**src/rtl/player_input_conditioner.sv**
```systemverilog
// player_input_conditioner: conditions the six raw player buttons before game_logic.
// Bit order of btn_raw_i, btn_level_o and btn_press_o:
//   [0]left [1]right [2]up [3]down [4]chop [5]carry
// Each button passes through its own lane (player_btn_lane). A lane has a 2-FF
// synchroniser, a counter debounce that drives the debounced level, and a
// registered one-cycle press pulse gated by enable_i.
// Optional feature macro: PLAYER_AUTO_REPEAT_EN. When it is defined, direction
// lanes [3:0] re-pulse while held: first after REPEAT_DELAY cycles, then every
// REPEAT_PERIOD cycles. When it is undefined, no repeat hardware exists and
// each press gives exactly one pulse.

module player_btn_lane #(
  parameter int DEBOUNCE_CYCLES = 1_000_000,
  parameter int CNT_W           = 20,
  parameter int REPEAT_DELAY    = 40_000_000,
  parameter int REPEAT_PERIOD   = 10_000_000,
  parameter int RPT_W           = 26,
  parameter bit RPT_EN          = 1'b0
) (
  input  logic clock_i,
  input  logic reset_n_i,
  input  logic raw_i,
  input  logic enable_i,
  output logic level_o,
  output logic press_o
);
  localparam logic [CNT_W-1:0] CNT_TERM     = CNT_W'(DEBOUNCE_CYCLES - 1);
  localparam logic [RPT_W-1:0] RPT_DLY_TERM = RPT_W'(REPEAT_DELAY - 1);
  localparam logic [RPT_W-1:0] RPT_PER_TERM = RPT_W'(REPEAT_PERIOD - 1);

  logic             s1_q, s2_q;
  logic             level_q, level_d;
  logic [CNT_W-1:0] cnt_q, cnt_d;
  logic             press_q, press_d;
  logic             rise;
  logic             rpt_fire;

  // Debounce: count while the synced input disagrees with the level; flip at terminal count.
  // Any return to agreement before terminal count clears the counter.
  always_comb begin
    cnt_d   = cnt_q;
    level_d = level_q;
    rise    = 1'b0;
    if (s2_q == level_q) begin
      cnt_d = '0;
    end else if (cnt_q == CNT_TERM) begin
      level_d = s2_q;
      cnt_d   = '0;
      rise    = s2_q;
    end else begin
      cnt_d = cnt_q + CNT_W'(1);
    end
  end

  // Press pulse only on a rising flip (or a repeat), and only when enabled at that edge.
  always_comb begin
    press_d = (rise | rpt_fire) & enable_i;
  end

  // Synchroniser, debounce state and the registered pulse.
  always_ff @(posedge clock_i or negedge reset_n_i) begin
    if (!reset_n_i) begin
      s1_q    <= 1'b0;
      s2_q    <= 1'b0;
      level_q <= 1'b0;
      cnt_q   <= '0;
      press_q <= 1'b0;
    end else begin
      s1_q    <= raw_i;
      s2_q    <= s1_q;
      level_q <= level_d;
      cnt_q   <= cnt_d;
      press_q <= press_d;
    end
  end

`ifdef PLAYER_AUTO_REPEAT_EN
  if (RPT_EN) begin : g_rpt
    logic [RPT_W-1:0] rpt_cnt_q, rpt_cnt_d;
    logic             rpt_arm_q, rpt_arm_d;  // 1 once the first (delay) repeat has fired
    logic             rpt_hit;

    // Repeat timer: idle while released (which also covers the press pulse cycle,
    // since level is still 0 then), held at 0 while disabled, else counts to the
    // delay terminal first and then the period terminal.
    always_comb begin
      rpt_cnt_d = rpt_cnt_q;
      rpt_arm_d = rpt_arm_q;
      rpt_hit   = 1'b0;
      if (!level_q) begin
        rpt_cnt_d = '0;
        rpt_arm_d = 1'b0;
      end else if (!enable_i) begin
        rpt_cnt_d = '0;
      end else if (rpt_cnt_q == (rpt_arm_q ? RPT_PER_TERM : RPT_DLY_TERM)) begin
        rpt_hit   = 1'b1;
        rpt_cnt_d = '0;
        rpt_arm_d = 1'b1;
      end else begin
        rpt_cnt_d = rpt_cnt_q + RPT_W'(1);
      end
    end

    assign rpt_fire = rpt_hit;

    // Repeat timer state.
    always_ff @(posedge clock_i or negedge reset_n_i) begin
      if (!reset_n_i) begin
        rpt_cnt_q <= '0;
        rpt_arm_q <= 1'b0;
      end else begin
        rpt_cnt_q <= rpt_cnt_d;
        rpt_arm_q <= rpt_arm_d;
      end
    end
  end else begin : g_no_rpt
    logic [RPT_W-1:0] unused_rpt_cfg;
    assign unused_rpt_cfg = RPT_DLY_TERM ^ RPT_PER_TERM;
    assign rpt_fire       = 1'b0;
  end
`else
  logic [RPT_W:0] unused_rpt_cfg;
  assign unused_rpt_cfg = {RPT_EN, RPT_DLY_TERM ^ RPT_PER_TERM};
  assign rpt_fire       = 1'b0;
`endif

  assign level_o = level_q;
  assign press_o = press_q;
endmodule

module player_input_conditioner #(
  parameter int DEBOUNCE_CYCLES = 1_000_000,
  parameter int CNT_W           = 20,
  parameter int REPEAT_DELAY    = 40_000_000,
  parameter int REPEAT_PERIOD   = 10_000_000,
  parameter int RPT_W           = 26
) (
  input  logic       clock_i,
  input  logic       reset_n_i,
  input  logic [5:0] btn_raw_i,
  input  logic       enable_i,
  output logic [5:0] btn_level_o,
  output logic [5:0] btn_press_o,
  output logic       any_press_o
);
  localparam int             NUM_BTNS = 6;
  // Only the direction buttons may auto-repeat; chop and carry never do.
  localparam logic [NUM_BTNS-1:0] RPT_MASK = 6'b00_1111;

  for (genvar i = 0; i < NUM_BTNS; i++) begin : g_lane
    player_btn_lane #(
      .DEBOUNCE_CYCLES (DEBOUNCE_CYCLES),
      .CNT_W           (CNT_W),
      .REPEAT_DELAY    (REPEAT_DELAY),
      .REPEAT_PERIOD   (REPEAT_PERIOD),
      .RPT_W           (RPT_W),
      .RPT_EN          (RPT_MASK[i])
    ) u_lane (
      .clock_i   (clock_i),
      .reset_n_i (reset_n_i),
      .raw_i     (btn_raw_i[i]),
      .enable_i  (enable_i),
      .level_o   (btn_level_o[i]),
      .press_o   (btn_press_o[i])
    );
  end

  // Pulses are already registered per lane, so the OR lands in the same cycle.
  assign any_press_o = |btn_press_o;
endmodule
```
**config.mk**
```make
export PLATFORM = sky130hd
export DESIGN_NAME = player_input_conditioner
export DESIGN_NICKNAME = d
export VERILOG_FILES = /design/src/rtl/player_input_conditioner.sv
export SDC_FILE = /design/constraint.sdc
export NUM_CORES = 1
export LEC_CHECK = 0
export ABC_AREA = 1
export CAP_MARGIN = 25
export CORE_ASPECT_RATIO = 2
export CORE_MARGIN = 2
export CORE_UTILIZATION = 56
export DETAILED_ROUTE_END_ITERATION = 8
export PLACE_DENSITY = 0.76
export SLEW_MARGIN = 15
export SYNTH_ARGS = -nofsm -noshare
export SYNTH_HDL_FRONTEND = slang
export SYNTH_SLANG_ARGS = --single-unit
```
**constraint.sdc**
```tcl
create_clock -name clock_i -period 1.43 [get_ports clock_i]
set_clock_uncertainty 0.15 [all_clocks]
set_input_delay 0.143 -clock clock_i [delete_from_list [all_inputs] [get_ports clock_i]]
set_output_delay 0.143 -clock clock_i [all_outputs]
set_load 0.1 [all_outputs]
```
# Word-level counts from Yosys, hierarchy flattened

Index checks and enable logic that the tools add are counted.
W data, S select, Z words.

Input port bits: 9
Output and inout bits: 13
Register bits: 144

Bitwise gates (word level): 12
Reduce and logical (&&, ||, !) cells: 7
Muxes and demuxes: 24
Add/subtract/negate cells: 6
Eq/ne operators: 12

Operators with widths:

| cell                    | count |
|---|---|
| $mux W20                | 12 |
| $add A20 B1 Y20 const B | 6 |
| $eq A20 B20 Y1 const B  | 6 |
| $mux W1                 | 12 |
| $reduce_and A2 Y1       | 6 |
| $and A1 B1 Y1           | 6 |
| $eq A1 B1 Y1            | 6 |
| $not A1 Y1              | 6 |
| $reduce_or A6 Y1        | 1 |

# Longest topological paths before layout

Gate-level depths: netlist of the first run.

Depth in word-level cells: 4
Mapped depth: 9
Gate-level depth less buffers: 9

# Cells and area by module

Synthesis of the first run repeated with hierarchy kept, for this count alone.

Cell total of the unflattened synthesis: 946
Area, all modules: 7,688.6 um^2

Modules (own cells, without submodules):

| module                   | area an instance (um^2) | times used | seq. area each (um^2) | cells each |
|---|---|---|---|---|
| player_btn_lane          | 1,278.7                 | 6          | 600.6                 | 157 |
| player_input_conditioner | 16.3                    | 1          | 0.0                   | 4 |

# Worst setup path before layout of the first run

Ideal clock, no wire load.

Path type: register -> register
Start: register g_lane[0].u_lane.cnt_q[0]
End: register g_lane[0].u_lane.cnt_q[18]
Stages on the path, launching flop included: 9
Buffers on the path: 0
Data required time: 1,160 ps
Path slack: -75 ps
Arrival: 1,235 ps
Cell sequence: dfrtp_1 > ha_1 > nand2_1 > nor2_4 > nand2_1 > nor2_1 > nand2_1 > nand2_2 > nor2_1

Longest elaborated chain between the ends: 3
Elaborated cells on any way between the ends: 4

Ends and longest elaborated chain:

| item                                              | RTL line | text |
|---|---|---|
| from (decl)                                       | 33       | `logic [CNT_W-1:0] cnt_q, cnt_d;` |
| from (signal assigned)                            | 72       | `cnt_q <= cnt_d;` |
| $add A20 B1 Y20 or $eq A20 B20 Y1 (tied branches) | 51, 46   |  |
| $mux W20 (*)                                      | 46       | `end else if (cnt_q == CNT_TERM) begin` |
| $mux W20 (*)                                      | 44       | `if (s2_q == level_q) begin` |
| via g_lane[0].u_lane.cnt_d[18]                    | 33       |  |

The timed path passes the listed nets; every way through them passes the cells marked *.
A chain may end at the register's enable or synchronous reset.

# Worst setup path after layout of the first run

Start: register g_lane[2].u_lane.cnt_q[0]
End: register g_lane[2].u_lane.cnt_q[18]

Longest elaborated chain between the ends: 3
Elaborated cells on any way between the ends: 4

Ends and longest elaborated chain:

| item                                              | RTL line |
|---|---|
| from (decl)                                       | 33 |
| from (signal assigned)                            | 72 |
| $add A20 B1 Y20 or $eq A20 B20 Y1 (tied branches) | 51, 46 |
| $mux W20 (*)                                      | 46 |
| $mux W20 (*)                                      | 44 |
| via g_lane[2].u_lane.cnt_d[18]                    | 33 |

Marked as above.

==> metrics.yaml, run 1 <==
status: "finished with violations"
violations: "setup timing"
finalWeightedCongestion: 0.9785
synth.most_common_cell: "nor2_1"
clkSlewWorstSetupHoldPaths_ns: 0.06
hpwl_mm: 12.52
p_per_area_nw_per_um2: 825.9
grt_pass1_vias: 7288
coreArea_um2: 13290
worstMarginPinSlew_ns: 0.4133
crit_type: "register to register"
swShare: 0.2256
nFillCells: 557
vias_per_cell: 5.985
grt_first_pass_wirelength_mm: 33.67
dp_slack_ns: -0.1635
grt_setup_unrepaired: "true"
yosys_register_bits: 144
synth_seq_area_share: 0.4767
io_buffers: 21
avgSynthCellArea_um2: 7.784
start_util: 0.5688
netlist_area_um2: 7558
finalHoldViolCount: 0
htreeDepth: 4
synthArstFlopShare: 1.000
wire_per_inst_um: 20.56
finalSetupTns_ns: -15.79
cts.sinks: 144
syn_to_final_growth_pct: 53.20
switchingPower_mw: 2.158
maxCapViolations: 0
cts_tree: "done"
cts-root-buf: "clkbuf_16"
ir_drop_uv: 955.9
worst_slack_ns: -0.3515
clkPwrFrac: 0.503
post-route-period-util: 1.246
startpoint_type: "register"
setup_violations: 115
synth-edff-count: 0
antenna_found_initial: 0
cts_inserted_buffers: 17
synth-main-ff-cell: "dfrtp_1"
grt_max_degree: 37
pwr-share-seq: 0.438
hold_class: "input pin to register"
drt_iter0_drc: 822
fin_crit_ns: 1.782
grt_util_all_layers: 0.2907
max-slew-margin-rel: 0.7245
timing.hold.ws_ns: 0.01178
drtPass1Iterations: 5
drtAntennaViolNets: 0
via_count: 7978
die_area_um2: 14500
diodes: 0
endpoint_kind: "register"
nets: 1182
p_leak_nw: 4.851
ios: 22
crit_arrival_ns: 1.97
drive_above_1_share: 0.4431
cp.required_ns: 1.62
synth_top_area_share: 0.4767
slew_violations: 0
r2r_setup_slack_ns: -0.35
synth_area_leaders: "dfrtp_1, nor2_1, nand2_1, nand3_1, xor2_1"
cts_buffer_depth: 2
internal_power_mw: 7.406
routed_wl_mm: 27.40
postSynthCellCount: 971
clk_latency_ns: 0.43
p_comb_frac: 0.058
ys_warn_count: 0
grt.overflow.total: 0
crit_fanout: 4
row_count: 60
synth_largest_area_cell: "dfrtp_1"
max_freq_mhz: 561.3
fin_util: 0.8715
syn_nets: 986
drc_errors: 0
synthTopCellsByCount: "nor2_1, nand2_1, dfrtp_1"
die_h_um: 168.3
synthDistinctLibCells: 33
die_w_um: 86.15
==> power groups by stage <==
stage / combinational (mW) / clock (mW) / sequential [mW]
finish: 0.559 / 4.81 / 4.19
global route: 0.605 / 4.98 / 4.20
CTS: 0.444 / 4.77 / 4.18
detailed placement: 0.383 / 0 / 4.25
global placement: 0.368 / 0 / 4.24
floorplan: 0.157 / 0 / 4.24
==> layout by cell type (no fill, tap or decap), drive strengths merged, types with 6 or more instances in the layout <==
cell type,n
xor2,43
nor2,294
nor3,16
and2,6
clkdlybuf4s50,7
nand4,14
clkbuf,21
o21ai,13
buf,182
dfrtp,144
ha,6
a21oi,16
xnor2,21
nand3,90
inv,89
nand2,192
==> flip-flops by register name (all words and copies together), names as in the netlist <==
name and flops:
g_lane.u_lane.cnt_q 120, g_lane.u_lane.s1_q 6, g_lane.u_lane.s2_q 6, g_lane.u_lane.level_o 6
g_lane.u_lane.press_o 6
==> metrics by stage <==
stage          instance area, um^2  power, mW  cells
6_report                     11580      9.563   1333
5_1_grt                      11580      9.784   1333
4_1_cts                      10330      9.401   1301
3_5_place_dp                  8951      4.631   1246
3_3_place_gp                  8951      4.613   1246
2_1_floorplan                 7614      4.400    971
==> cell families after synthesis <==
| kind of cell | Yosys count | share of synthesized area |
|---|---|---|
| AOI/OAI and AO/OA | 32 | 0.02400 |
| xor gates and xnor gates | 64 | 0.07615 |
| adders and majority gates | 6 | 0.009932 |
| buffers and inverters | 104 | 0.05959 |
| DFF | 144 | 0.4767 |
| and+or+nand+nor | 621 | 0.3536 |
==> worst max-delay path, stage by stage (launching register included) <==
cell      delay (ns)
dfrtp_1         0.40
ha_2            0.23
nand2_2         0.08
nor2_4          0.18
nand3b_1        0.25
nor2_2          0.18
nor2_1          0.07
nor2_1          0.16
==> final timing paths <==
kind	start	to	depth (start not counted)
worst max-delay path	g_lane[2].u_lane.cnt_q[0]$_DFF_PN0_	g_lane[2].u_lane.cnt_q[18]$_DFF_PN0_	7
worst min-delay path	btn_raw_i[1]	g_lane[1].u_lane.s1_q$_DFF_PN0_	1
worst max register to register	g_lane[2].u_lane.cnt_q[0]$_DFF_PN0_	g_lane[2].u_lane.cnt_q[18]$_DFF_PN0_	7
worst min register to register	g_lane[4].u_lane.s1_q$_DFF_PN0_	g_lane[4].u_lane.s2_q$_DFF_PN0_	0
max in group asynchronous	reset_n_i	g_lane[1].u_lane.cnt_q[11]$_DFF_PN0_	3
min in group asynchronous	reset_n_i	g_lane[4].u_lane.cnt_q[8]$_DFF_PN0_	2
==> area by class of cell <==
class | count | area (um^2) | share of cell area
Sequential cell | 144 | 3636 | 0.3140
Timing Repair Buffer | 190 | 1807 | 0.1560
Clock buffer | 21 | 470.5 | 0.04063
Tap cell | 155 | 193.9 | 0.01675
Inverter | 89 | 349.1 | 0.03015
Clock inverter | 9 | 157.7 | 0.01361
Multi-Input combinational cell | 725 | 4966 | 0.4288
==> layer usage <==
layer  vias to the layer above  part of all wire  GRT usage
li1                       3427                 -          -
met1                      3895              0.35     0.3575
met2                       499              0.52     0.4965
met3                       157             0.072    0.05588
met4                         0             0.058     0.1139
met5                         -                 0          0
==> what timing repair did <==
| item | 4_1_cts | 5_1_grt |
|---|---|---|
| gates cloned | 1 | 1 |
| endpoints found under the hold margin | 144 | 0 |
| setup buffers | 23 | 38 |
| endpoints found under the setup margin | 98 | 129 |
| gates resized for setup | 152 | 267 |
| pin swaps | 60 | 112 |
| hold buffers | 1 | 0 |
(Power assumes the default switching activity.)
==> inputs of run 2 (changes only) <==
--- a/config.mk
+++ b/config.mk
@@ -8,10 +8,10 @@
 export ABC_AREA = 1
 export CAP_MARGIN = 25
 export CORE_ASPECT_RATIO = 2
-export CORE_MARGIN = 2
-export CORE_UTILIZATION = 56
+export CORE_UTILIZATION = 50
 export DETAILED_ROUTE_END_ITERATION = 8
-export PLACE_DENSITY = 0.76
+export GPL_TIMING_DRIVEN = 0
+export PLACE_DENSITY = 0.69
 export SLEW_MARGIN = 15
 export SYNTH_ARGS = -nofsm -noshare
 export SYNTH_HDL_FRONTEND = slang
==> metrics.yaml, run 2 (synthesis gave the netlist of run 1 again) <==
status: "finished with violations"
violations: "setup timing"
cp-startpoint: "g_lane[5].u_lane.press_o$_DFF_PN0_"
drc_errors: 0  # unchanged
max_stage_delay_ns: 0.39  # about the same
ios: 22  # unchanged
fin_crit_ns: 1.689  # -0.09228 ns
hold_class: "input pin to register"
cts-root-buf: "clkbuf_16"
grt_pass1_vias: 6719  # -7.8%
drtPass1Iterations: 5  # unchanged
grt_setup_unrepaired: "true"
p_per_area_nw_per_um2: 821.8  # -0.50%
endpoint: "any_press_o"
via_count: 6932  # -13%
fin_util: 0.7345  # -0.1370
endpoint_kind: "output pin"
grt_first_pass_wirelength_mm: 30.04  # -11%
max_freq_mhz: 592.0  # +5.5%
timing.rr.start: "g_lane[4].u_lane.cnt_q[0]$_DFF_PN0_"
die_w_um: 88.94  # +3.2%
vias_per_cell: 5.312  # -11%
post-route-period-util: 1.181  # -0.06453
cts_inserted_buffers: 17  # unchanged
startpoint_type: "register"
routed_wl_mm: 20.36  # -26%
syn_to_final_growth_pct: 44.00
seqCellArea_um2: 3640  # +0.10%
timing.hold.ws_ns: 0.007688  # -0.004091 ns
nFillCells: 1052  # +89%
clk_latency_ns: 0.44  # about the same
nets: 1112  # -5.9%
drt_iter0_drc: 285  # -65%
ir_drop_uv: 791.0  # -17%
r2r-end: "g_lane[4].u_lane.cnt_q[17]$_DFF_PN0_"
clkSlewWorstSetupHoldPaths_ns: 0.07  # about the same
cts_buffer_depth: 2  # unchanged
crit_type: "register to output pin"
finalWeightedCongestion: 0.9155  # -6.4%
regMostFlops: "g_lane.u_lane.cnt_q"
drtAntennaViolNets: 0  # unchanged
die_area_um2: 15640  # +7.9%
r2r_setup_slack_ns: -0.17  # +0.18 ns
multi_input_area_um2: 4880  # -1.7%
worst_slack_ns: -0.2593  # +0.09228 ns
max-slew-margin-rel: 0.6906  # -0.03391
finalHoldViolCount: 0  # unchanged
reg2reg_depth: 9  # +2
row_count: 63  # +5.0%
coreArea_um2: 14820  # +12%
drive_above_1_share: 0.3883  # -0.05484
hpwl_mm: 11.89  # -5.1%
grt.overflow.total: 0  # unchanged
slew_violations: 0  # unchanged
setup_violations: 101  # -12%
mostFrequentLayoutCell: "nor2_1"
layout_common_cells: "nor2_1, nand2_1, dfrtp_1"
worstMarginPinSlew_ns: 0.4642  # +0.05086 ns
io_buffers: 21  # unchanged
wire_per_inst_um: 15.60  # -24%
cp.required_ns: 1.14  # -0.48 ns
final_cells: 1305  # -2.1%
p_leak_nw: 4.387  # -9.6%
crit_fanout: 2  # -2
largest_reg_flops: 120  # unchanged
placedCellCount: 1188  # -4.7%
grt_util_all_layers: 0.2533  # -0.03743
diodes: 0  # unchanged
start_util: 0.5100  # -0.05879
crit_slowest_cell: "dfrtp_1"
worstPathCellList: "nor4_2 -> nand2_2 -> buf_6"
grt_max_degree: 86  # +130%
maxCapViolations: 0  # unchanged
crit_arrival_ns: 1.40  # -0.57 ns
cts_tree: "done"
antenna_found_initial: 0  # unchanged
dp_slack_ns: -0.6555  # -0.4920 ns
htreeDepth: 4  # unchanged
die_h_um: 175.9  # +4.5%
cts.sinks: 144  # unchanged
-- run 2: layer usage --
| metal | track usage | share of wire | up-vias | wire, um |
|---|---|---|---|---|
| met5 | 0 | 0 | - | 0 |
| met4 | 0.1587 | 0.054 | 0 | 1109 |
| met3 | 0.04276 | 0.028 | 82 | 571 |
| met2 | 0.4603 | 0.56 | 198 | 11430 |
| met1 | 0.2587 | 0.36 | 3359 | 7248 |
| li1 | - | - | 3293 | - |
-- run 2: through the flow --
step / power [mW] / TNS [ns] / instance area [um^2]
final: 8.944 / -8.166 / 10880
after global routing: 9.228 / -15.87 / 10880
after CTS: 8.908 / -4.752 / 9746
after detailed placement: 4.568 / -25.17 / 8100
after global placement: 4.550 / -855.40 / 8068
after floorplan: 4.400 / -0.1201 / 7614
-- run 2: where the power goes --
part | total [mW] | internal, mW | switching [mW] | leakage, nW
Sequential | 4.20 | 4.13 | 0.0612 | 1.92
Combinational | 0.503 | 0.205 | 0.298 | 2.21
Clock | 4.25 | 2.44 | 1.81 | 0.259
-- run 2: critical path, delay by kind of cell (launching register included) --
kind          cells  cell delay, ns
simple gates      2            0.37
flops             1            0.39
buf+inv           1            0.19
-- run 2: repair_timing --
item | CTS | global route
setup endpoints to repair | 126 | 131
resized for setup | 272 | 235
setup buffers | 50 | 36
cloned | 2 | 0
hold endpoints to repair | 148 | 0
hold buffers | 5 | 0
pin swaps | 59 | 74
-- run 2: area by class of cell --
type	instances	share of cell area
plain buffers	8	0.007587
clock buffers	20	0.04104
clock inverters	12	0.01035
inverters	89	0.03230
multi-input cells	725	0.4483
flip-flops and latches	144	0.3344
well taps	195	0.02242
repair buffers	112	0.1036
-- run 2: how the worst min path moves through the flow --
stage,from,endpoint,cells past startpoint
2_1_floorplan,reset_n_i,g_lane[0].u_lane.cnt_q[0]$_DFF_PN0_,0
4_1_cts,btn_raw_i[5],g_lane[5].u_lane.s1_q$_DFF_PN0_,1
5_1_grt,btn_raw_i[1],g_lane[1].u_lane.s1_q$_DFF_PN0_,1
6_report,btn_raw_i[5],g_lane[5].u_lane.s1_q$_DFF_PN0_,1
3_3_place_gp,g_lane[2].u_lane.s1_q$_DFF_PN0_,g_lane[2].u_lane.s2_q$_DFF_PN0_,0
3_5_place_dp,reset_n_i,g_lane[3].u_lane.cnt_q[4]$_DFF_PN0_,1
==> inputs of run 3 (changes only) <==
--- a/config.mk
+++ b/config.mk
@@ -7,11 +7,12 @@
 export LEC_CHECK = 0
 export ABC_AREA = 1
 export CAP_MARGIN = 25
-export CORE_ASPECT_RATIO = 2
+export CORE_ASPECT_RATIO = 0.8
 export CORE_UTILIZATION = 50
 export DETAILED_ROUTE_END_ITERATION = 8
 export GPL_TIMING_DRIVEN = 0
-export PLACE_DENSITY = 0.69
+export HOLD_SLACK_MARGIN = 0.02
+export PLACE_DENSITY = 0.67
 export SLEW_MARGIN = 15
 export SYNTH_ARGS = -nofsm -noshare
 export SYNTH_HDL_FRONTEND = slang
==> constraint.sdc (replaced) <==
create_clock -name clock_i -period 1.75 [get_ports clock_i]
set_clock_uncertainty 0.15 [all_clocks]
set_input_delay 0.175 -clock clock_i [delete_from_list [all_inputs] [get_ports clock_i]]
set_output_delay 0.175 -clock clock_i [all_outputs]
set_load 0.1 [all_outputs]
==> metrics.yaml, run 3 (synthesis gave the netlist of run 1 again) <==
status: "finished with violations"
violations: "setup timing"
clkPwrFrac: 0.503  # +0.028
mostFrequentLayoutCell: "nor2_1"
post-route-period-util: 1.005
grt_max_degree: 105  # +22%
diodes: 0  # unchanged
final_cell_area_um2: 8772  # -19%
place_area_um2: 8031  # -0.85%
cts_buffer_depth: 2  # unchanged
cp-startpoint: "g_lane[4].u_lane.press_o$_DFF_PN0_"
die_w_um: 139.5  # +57%
slew_violations: 0  # unchanged
pwr-share-seq: 0.462  # -0.007
cts_tree: "done"
timing.hold.ws_ns: 0.04295  # +0.03526 ns
start_util: 0.5198  # +0.009743
max_stage_delay_ns: 0.41  # +0.02 ns
endpoint_kind: "output pin"
cts_inserted_buffers: 17  # unchanged
final_cells: 1212  # -7.1%
routed_wl_mm: 15.14  # -26%
antenna_found_initial: 0  # unchanged
grt_util_all_layers: 0.2100  # -0.04326
die_area_um2: 15620  # -0.17%
coreArea_um2: 14540  # -1.9%
finalSetupTns_ns: -0.008180  # +8.158 ns
drc_errors: 0  # unchanged
maxCapViolations: 0  # unchanged
cts.sinks: 144  # unchanged
crit_arrival_ns: 1.43  # +0.03 ns
die_h_um: 112.0  # -36%
htreeDepth: 4  # unchanged
switchingPower_mw: 1.568  # -28%
hpwl_mm: 10.65  # -10%
drt_iter0_drc: 505  # +77%
fin_util: 0.6033  # -0.1312
worst_slack_ns: -0.008180  # +0.2511 ns
layout_common_cells: "nor2_1, nand2_1, dfrtp_1"
p_leak_nw: 3.698  # -16%
swShare: 0.2125  # -0.02956
min_from: "btn_raw_i[2]"
max-slew-margin-rel: 0.6344  # -0.05614
clk_latency_ns: 0.42  # -0.02 ns
drtAntennaViolNets: 0  # unchanged
grt_setup_unrepaired: "true"
worstPathCellList: "nor4_4 -> nand2_1 -> buf_8"
crit_fanout: 2  # unchanged
dp_slack_ns: -0.4825  # +0.1730 ns
grt_pass1_vias: 5419  # -19%
internal_power_mw: 5.811  # -14%
row_count: 39  # -38%
p_total_mw: 7.379  # -17%
largest_reg_flops: 120  # unchanged
setup_violations: 1  # -99%
finalHoldViolCount: 0  # unchanged
startpoint_type: "register"
crit_type: "register to output pin"
ir_drop_uv: 610.3  # -23%
crit_slowest_cell: "dfrtp_1"
crit_family: "flip-flops"
wire_per_inst_um: 12.49  # -20%
via_count: 5984  # -14%
path_buf_inv: 1  # unchanged
drive_above_1_share: 0.1148  # -0.2735
worstMarginPinSlew_ns: 0.5457  # +0.08152 ns
placedCellCount: 1177  # -0.93%
p_per_area_nw_per_um2: 841.2  # +2.4%
timing.rr.start: "g_lane[1].u_lane.cnt_q[0]$_DFF_PN0_"
finalWeightedCongestion: 0.8643  # -5.6%
hold_class: "input pin to register"
fin_crit_ns: 1.758
drtPass1Iterations: 5  # unchanged
cp.required_ns: 1.42  # +0.28 ns
nets: 1030  # -7.4%
max_freq_mhz: 568.8
regMostFlops: "g_lane.u_lane.cnt_q"
io_buffers: 21  # unchanged
clkSlewWorstSetupHoldPaths_ns: 0.06  # about the same
syn_to_final_growth_pct: 16.06
ios: 22  # unchanged
grt.overflow.total: 0  # unchanged
p_comb_frac: 0.035  # -0.021
cts-root-buf: "clkbuf_16"
grt_first_pass_wirelength_mm: 26.07  # -13%
vias_per_cell: 4.937  # -7.1%
-- run 3: cell types whose count changed in the layout (fill, tap and decap cells not counted), sizes merged --
cell,change
buf,-79
bufinv,+2
clkbuf,+5
clkinv,+1
clkinvlp,-3
dlygate4sd3,-4
inv,-2
nand3,-2
-- run 3: cell type report --
class | count | area, um^2
well taps | 184 | 230.2
multi-input cells | 723 | 3654
plain buffers | 15 | 116.4
clock inverters | 10 | 133.9
inverters | 89 | 334.1
repair buffers | 25 | 225.2
fillers | 1294 | 5769
flip-flops and latches | 144 | 3605
clock buffers | 22 | 474.2
-- run 3: path summary, 6_finish.rpt --
path,endpoint,slack [ns],cells past startpoint
max,any_press_o,-0.008,3
min,g_lane[2].u_lane.s1_q$_DFF_PN0_,0.04,1
max reg2reg,g_lane[1].u_lane.cnt_q[16]$_DFF_PN0_,0.13,7
min reg2reg,g_lane[1].u_lane.s2_q$_DFF_PN0_,0.20,0
max in group asynchronous,g_lane[4].u_lane.cnt_q[7]$_DFF_PN0_,0.55,3
min in group asynchronous,g_lane[3].u_lane.cnt_q[7]$_DFF_PN0_,0.08,2
-- run 3: what timing repair did --
item	in CTS	in global routing
hold buffers	1	0
resized for setup	75	33
pin swaps	0	4
endpoints found under the hold margin	144	0
setup buffers	0	2
endpoints found under the setup margin	29	63
-- run 3: layer usage --
metal,part of all wire,GRT usage
met3,0.045,0.05032
met5,0,0
met1,0.52,0.3139
met4,0.0083,0.05333
met2,0.43,0.3042
-- run 3: worst reg2reg max path, stage by stage, from the launching register on --
cell and delay [ns]:
dfrtp_1 0.37, ha_2 0.22, nand2_1 0.08, nor2_1 0.17
nand2_1 0.15, o21ai_0 0.21, nand3_1 0.09, nor2_1 0.11
-- run 3: power groups by stage --
stage | logic [mW] | clock network, mW | registers, mW
final | 0.256 | 3.71 | 3.41
after global routing | 0.297 | 3.93 | 3.42
after CTS | 0.259 | 3.80 | 3.41
after detailed placement | 0.255 | 0 | 3.47
after global placement | 0.243 | 0 | 3.47
after floorplan | 0.126 | 0 | 3.46
